## src/rtl/zipdbg_pkg.sv

```systemverilog
// Shared types for the ZipCPU debug-port Wishbone master:
// opcodes, FSM states and control-word bit positions.
package zipdbg_pkg;

    typedef enum logic [2:0] {
        OP_READ_REG  = 3'd0,
        OP_WRITE_REG = 3'd1,
        OP_HALT      = 3'd2,
        OP_RELEASE   = 3'd3,
        OP_STEP      = 3'd4,
        OP_RESET     = 3'd5,
        OP_STATUS    = 3'd6,
        OP_CLR_CACHE = 3'd7
    } op_e;

    typedef enum logic [2:0] {
        S_IDLE    = 3'd0,
        S_CTL     = 3'd1,
        S_CTL_ACK = 3'd2,
        S_DAT     = 3'd3,
        S_DAT_ACK = 3'd4,
        S_RSP     = 3'd5
    } state_e;

    localparam int CW_RESET = 6;
    localparam int CW_STEP  = 8;
    localparam int CW_HALT  = 10;
    localparam int CW_CLR   = 11;

    function automatic logic [31:0] ctl_word(
        input op_e        op,
        input logic [4:0] rg,
        input logic       halted
    );
        logic [31:0] w;
        w = '0;
        case (op)
            OP_READ_REG, OP_WRITE_REG: begin
                w[CW_HALT] = 1'b1;
                w[4:0]     = rg;
            end
            OP_HALT:    w[CW_HALT] = 1'b1;
            OP_RELEASE: w = '0;
            OP_STEP:    w[CW_STEP] = 1'b1;
            OP_RESET: begin
                w[CW_RESET] = 1'b1;
                w[CW_HALT]  = halted;
            end
            default: begin
                w[CW_HALT] = halted;
                w[CW_CLR]  = (op == OP_CLR_CACHE);
            end
        endcase
        return w;
    endfunction

endpackage

```

## src/rtl/zipdbg_master_timeout.sv

```systemverilog
// Bus-phase watchdog: counts while run is high, zeroed on restart;
// expired flags the TIMEOUT-th counted cycle.
module zipdbg_timeout #(
    parameter int TIMEOUT = 1023
) (
    input  logic i_clk,
    input  logic i_rst,
    input  logic i_restart,
    input  logic i_run,
    output logic o_expired
);
    localparam int W = (TIMEOUT < 2) ? 1 : $clog2(TIMEOUT + 1);

    logic [W-1:0] r_cnt;

    always_ff @(posedge i_clk) begin
        if (i_rst || i_restart)
            r_cnt <= '0;
        else if (i_run)
            r_cnt <= r_cnt + 1'b1;
    end

    assign o_expired = i_run && (r_cnt == W'(TIMEOUT - 1));

endmodule

```

## src/rtl/zipdbg_master.sv

```systemverilog
// Command-driven Wishbone master for the ZipCPU debug port:
// control-word write, optional data-register access, one response.
module zipdbg_master
    import zipdbg_pkg::*;
#(
    parameter int TIMEOUT = 1023
) (
    input  logic        i_clk,
    input  logic        i_rst,
    input  logic        i_cmd_valid,
    output logic        o_cmd_ready,
    input  logic [2:0]  i_cmd_op,
    input  logic [4:0]  i_cmd_reg,
    input  logic [31:0] i_cmd_data,
    output logic        o_rsp_valid,
    input  logic        i_rsp_ready,
    output logic [31:0] o_rsp_data,
    output logic        o_rsp_err,
    output logic        o_dbg_cyc,
    output logic        o_dbg_stb,
    output logic        o_dbg_we,
    output logic        o_dbg_addr,
    output logic [31:0] o_dbg_data,
    input  logic        i_dbg_ack,
    input  logic        i_dbg_stall,
    input  logic [31:0] i_dbg_data
);
    state_e      r_state, w_next;
    op_e         r_op;
    logic [4:0]  r_reg;
    logic [31:0] r_data;
    logic [31:0] r_rsp_data;
    logic        r_rsp_err;
    logic        r_halted;
    logic        w_abort;
    logic        w_run;
    logic        w_restart;
    logic        w_expired;
    logic        w_has_dat;

    assign w_has_dat = (r_op == OP_READ_REG) || (r_op == OP_WRITE_REG);

    always_comb begin
        w_next  = r_state;
        w_abort = 1'b0;
        case (r_state)
            S_IDLE:
                if (i_cmd_valid) w_next = S_CTL;
            S_CTL:
                if (!i_dbg_stall) w_next = S_CTL_ACK;
                else if (w_expired) w_abort = 1'b1;
            S_CTL_ACK:
                if (i_dbg_ack) w_next = w_has_dat ? S_DAT : S_RSP;
                else if (w_expired) w_abort = 1'b1;
            S_DAT:
                if (!i_dbg_stall) w_next = S_DAT_ACK;
                else if (w_expired) w_abort = 1'b1;
            S_DAT_ACK:
                if (i_dbg_ack) w_next = S_RSP;
                else if (w_expired) w_abort = 1'b1;
            S_RSP:
                if (i_rsp_ready) w_next = S_IDLE;
            default: w_next = S_IDLE;
        endcase
        if (w_abort) w_next = S_RSP;
    end

    // Every phase change gives the next phase a fresh timeout budget.
    assign w_restart = (w_next != r_state);
    assign w_run = (((r_state == S_CTL) || (r_state == S_DAT)) && i_dbg_stall)
                 || (r_state == S_CTL_ACK) || (r_state == S_DAT_ACK);

    zipdbg_timeout #(.TIMEOUT(TIMEOUT)) u_timeout (
        .i_clk     (i_clk),
        .i_rst     (i_rst),
        .i_restart (w_restart),
        .i_run     (w_run),
        .o_expired (w_expired)
    );

    always_ff @(posedge i_clk) begin
        if (i_rst) begin
            r_state    <= S_IDLE;
            r_op       <= OP_READ_REG;
            r_reg      <= '0;
            r_data     <= '0;
            r_rsp_data <= '0;
            r_rsp_err  <= 1'b0;
            r_halted   <= 1'b0;
        end else begin
            r_state <= w_next;
            if (r_state == S_IDLE && i_cmd_valid) begin
                r_op   <= op_e'(i_cmd_op);
                r_reg  <= i_cmd_reg;
                r_data <= i_cmd_data;
            end
            if (r_state == S_CTL_ACK && i_dbg_ack) begin
                if (w_has_dat || r_op == OP_HALT || r_op == OP_STEP)
                    r_halted <= 1'b1;
                else if (r_op == OP_RELEASE)
                    r_halted <= 1'b0;
                if (!w_has_dat) begin
                    r_rsp_data <= i_dbg_data;
                    r_rsp_err  <= 1'b0;
                end
            end
            if (r_state == S_DAT_ACK && i_dbg_ack) begin
                r_rsp_data <= i_dbg_data;
                r_rsp_err  <= 1'b0;
            end
            if (w_abort) begin
                r_rsp_data <= '0;
                r_rsp_err  <= 1'b1;
            end
            if (r_state == S_RSP && i_rsp_ready)
                r_rsp_err <= 1'b0;
        end
    end

    always_comb begin
        o_dbg_stb  = 1'b0;
        o_dbg_we   = 1'b0;
        o_dbg_addr = 1'b0;
        o_dbg_data = '0;
        o_dbg_cyc  = (r_state == S_CTL) || (r_state == S_CTL_ACK)
                  || (r_state == S_DAT) || (r_state == S_DAT_ACK);
        if (r_state == S_CTL) begin
            o_dbg_stb  = 1'b1;
            o_dbg_we   = 1'b1;
            o_dbg_data = ctl_word(r_op, r_reg, r_halted);
        end else if (r_state == S_DAT) begin
            o_dbg_stb  = 1'b1;
            o_dbg_we   = (r_op == OP_WRITE_REG);
            o_dbg_addr = 1'b1;
            o_dbg_data = r_data;
        end
    end

    assign o_cmd_ready = (r_state == S_IDLE);
    assign o_rsp_valid = (r_state == S_RSP);
    assign o_rsp_data  = r_rsp_data;
    assign o_rsp_err   = r_rsp_err;

endmodule

```

## config.mk

```make
export PLATFORM = sky130hd
export DESIGN_NAME = zipdbg_master
export DESIGN_NICKNAME = d
export VERILOG_FILES = /design/src/rtl/zipdbg_pkg.sv /design/src/rtl/zipdbg_master_timeout.sv /design/src/rtl/zipdbg_master.sv
export SDC_FILE = /design/constraint.sdc
export NUM_CORES = 1
export LEC_CHECK = 0
export ABC_AREA = 1
export ABC_CLOCK_PERIOD_IN_PS = 3000
export CORE_MARGIN = 10
export CORE_UTILIZATION = 44
export CTS_CLUSTER_DIAMETER = 150
export CTS_CLUSTER_SIZE = 30
export DETAILED_ROUTE_END_ITERATION = 12
export PLACE_DENSITY = 0.86
export SYNTH_ARGS = -nofsm -noshare
export SYNTH_HDL_FRONTEND = slang
export SYNTH_HIERARCHICAL = 1
export SYNTH_SLANG_ARGS = --single-unit
```

## constraint.sdc

```tcl
create_clock -name i_clk -period 3 [get_ports i_clk]
set_clock_uncertainty 0.15 [all_clocks]
set_input_delay 0.9 -clock i_clk [delete_from_list [all_inputs] [get_ports i_clk]]
set_output_delay 0.9 -clock i_clk [all_outputs]
set_load 0.02 [all_outputs]
```

==> impl_metrics.env <==
export IMPL_nets=739
export IMPL_reg2reg_slack_ns=0.32
export IMPL_drt_initial_drc_count=179
export IMPL_worst_slack_ns=0.104
export IMPL_cts_tree="yes"
export IMPL_cp_max_fo=25
export IMPL_ys_flop_type="dfxtp_1"
export IMPL_dieArea_um2=12900
export IMPL_internal_power_mw=1.89
export IMPL_r2r_start="r_state[0]$_SDFF_PP0_"
export IMPL_p_per_area_nw_per_um2=454
export IMPL_dieWidth_um=114
export IMPL_hp_start="r_data[30]$_SDFFE_PP0P_"
export IMPL_slowest_stage="clkdlybuf4s15_1"
export IMPL_synthArstFlopShare_pct=0
export IMPL_synth_distinct_cells=32
export IMPL_worstHoldPathType="register to register"
export IMPL_synthTopCellsByArea="dfxtp_1 45%, nand2_1 10%, a21oi_1 7.0%"
export IMPL_clock_sinks=87
export IMPL_dp_slack_ns=-0.335
export IMPL_crit_chain="nor3_2 > inv_2 > buf_4 > o32ai_1 > clkdlybuf4s15_1"
export IMPL_synth_top_area_share_pct=45.2
export IMPL_grtUsageTotal_pct=16.3
export IMPL_fp_row_count=34
export IMPL_status="completed"
export IMPL_synth_common_cells="105 x nand2_1, 87 x dfxtp_1, 56 x inv_1"
export IMPL_yosys_register_bits=87
export IMPL_pin_count=149
export IMPL_fin_crit_ns=2.90
export IMPL_area_delta_synth_final_pct=48.0
export IMPL_routedWlPerCell_um=14.4
export IMPL_switchingPower_mw=0.703
export IMPL_num_vias=3818
export IMPL_cts_htree_levels=3
export IMPL_cp_arrival_ns=1.85
export IMPL_slew_violations=0
export IMPL_ant_nets=0
export IMPL_coreArea_um2=8640
export IMPL_yosysTopAreaCell="dfxtp_1"
export IMPL_whs_ns=0.303
export IMPL_rsz0062_at_grt="no"
export IMPL_setup_viol=0
export IMPL_drc=0
export IMPL_hpwlAfterDp_mm=8.50
export IMPL_slowest_delay_ns=0.38
export IMPL_worstMarginPinSlew_ns=0.641
export IMPL_synth_most_common_cell="nand2_1"
export IMPL_leakagePower_nw=2.27
export IMPL_slew_headroom_pct=57.3
export IMPL_ys_seq_area_share_pct=45.2
export IMPL_final_util_pct=66.1
export IMPL_finalWirelength_mm=11.1
export IMPL_syn_avg_cell_area_um2=7.67
export IMPL_cts_made_buffers=9
export IMPL_ir_drop_uv=293
export IMPL_p_clk_share_pct=31.7
export IMPL_crit_start="r_state[2]$_SDFF_PP0_"
export IMPL_max_freq_mhz=345
export IMPL_die_height_um=114
export IMPL_crit_type="register to output pin"
export IMPL_syn_nets=583
export IMPL_cts_buffer_depth=2
export IMPL_worstPathRequired_ns=1.95
export IMPL_gp_congestion=0.867
export IMPL_grt_overflow_total=0
export IMPL_grt_pass1_vias=3829
export IMPL_combPwrFrac_pct=19.8
export IMPL_hold_viol_final=0
export IMPL_grt_max_degree=81
export IMPL_final_cell_count_no_fill=771
export IMPL_worst_setup_path_end_kind="output pin"
export IMPL_n_antenna_cell=0
export IMPL_swShare_pct=27.1
export IMPL_min_period_over_period_pct=96.5
export IMPL_synth_edf_count=0
export IMPL_antenna_found_initial=0
export IMPL_start_util_pct=44.7
export IMPL_drive_gt1_share_pct=15.2
export IMPL_whs_path_depth=2
export IMPL_rr_worst_depth=20
export IMPL_grt_pass1_wl_mm=17.6
export IMPL_dr_pass1_iters=6
export IMPL_netlist_instances=503
export IMPL_clkLatencyLatePin_ns=0.35
export IMPL_drv_cap=0
export IMPL_ys_warn_count=6
export IMPL_setup_tns_ns=0
export IMPL_placed_cells=754
export IMPL_cts_root_buf="clkbuf_8"
export IMPL_synth_area_um2=3860
export IMPL_p_seq_share_pct=48.6
export IMPL_viasPerCell=4.95
export IMPL_holdBufCountCts=0
export IMPL_start_kind="register"
export IMPL_clkSlewWorstSetupHoldPaths_ns=0.09
export IMPL_io_buffers=148
worst paths after layout:
path	endpoint
max	o_dbg_data[3]
min	r_data[30]$_SDFFE_PP0P_
max reg2reg	u_timeout/r_cnt[3]$_SDFFE_PP0P_
min reg2reg	r_data[30]$_SDFFE_PP0P_
cells by family after synthesis:
family,Yosys count,synth area share [%]
AO/OA/AOI/OAI,143,22.7
adder cells (fa/ha/maj),2,0.649
buffers and inverters,89,10.8
flip-flops,87,45.2
AND/OR/NAND/NOR,182,20.8
per-stage QoR:
stage / area (µm²) / power [mW]
6_report: 5710 / 2.59
5_1_grt: 5710 / 2.72
4_1_cts: 5680 / 2.60
3_5_place_dp: 5520 / 1.79
3_3_place_gp: 5520 / 1.78
2_1_floorplan: 3860 / 1.56
routing by layer:
metal / global-route usage, % / up-vias / part of all wire, %
met5: 0 / - / 0
met4: 6.35 / 0 / 2.1
met3: 7.72 / 20 / 11
met2: 28.9 / 140 / 49
met1: 16.1 / 1718 / 38
li1: - / 1940 / -
final cells by class:
cell class / count / area, µm²
flip-flops and latches: 87 / 1740
well taps: 108 / 135
clock buffers: 12 / 155
clock inverters: 3 / 42.5
fillers: 736 / 2930
multi-input cells: 328 / 1730
inverters: 61 / 234
repair buffers: 172 / 1670
layout by cell type, fill, tap and decap left out, types with 20 or more instances in the layout:
master and instances:
a21oi_1 54, a21oi_2 30, buf_4 20, clkdlybuf4s50_1 115
dfxtp_1 87, dlygate4sd2_1 26, inv_1 56, nand2_1 102
nor2_1 38, o21ai_0 44
power by group through the flow:
stage               sequential (mW)  combinational [mW]  clock [mW]
floorplan                      1.29               0.272           0
global placement               1.28               0.495           0
detailed placement             1.28               0.508           0
CTS                            1.26               0.501       0.839
global route                   1.26               0.566       0.890
finish                         1.26               0.512       0.820
worst max-delay path: cells and delay by family (launching register included):
kind / cells / cell delay, ns
buffers and inverters: 3 / 0.75
AOI/OAI and AO/OA: 1 / 0.14
and+or+nand+nor: 1 / 0.24
DFF: 1 / 0.36
timing repair:
item	in CTS	in global routing
endpoints found under the hold margin	0	0
resized for setup	31	19
cloned	0	1
setup endpoints to repair	31	16
buffers inserted	0	1
pin swaps	0	4
Note: power is estimated with default switching activity, not from simulation.
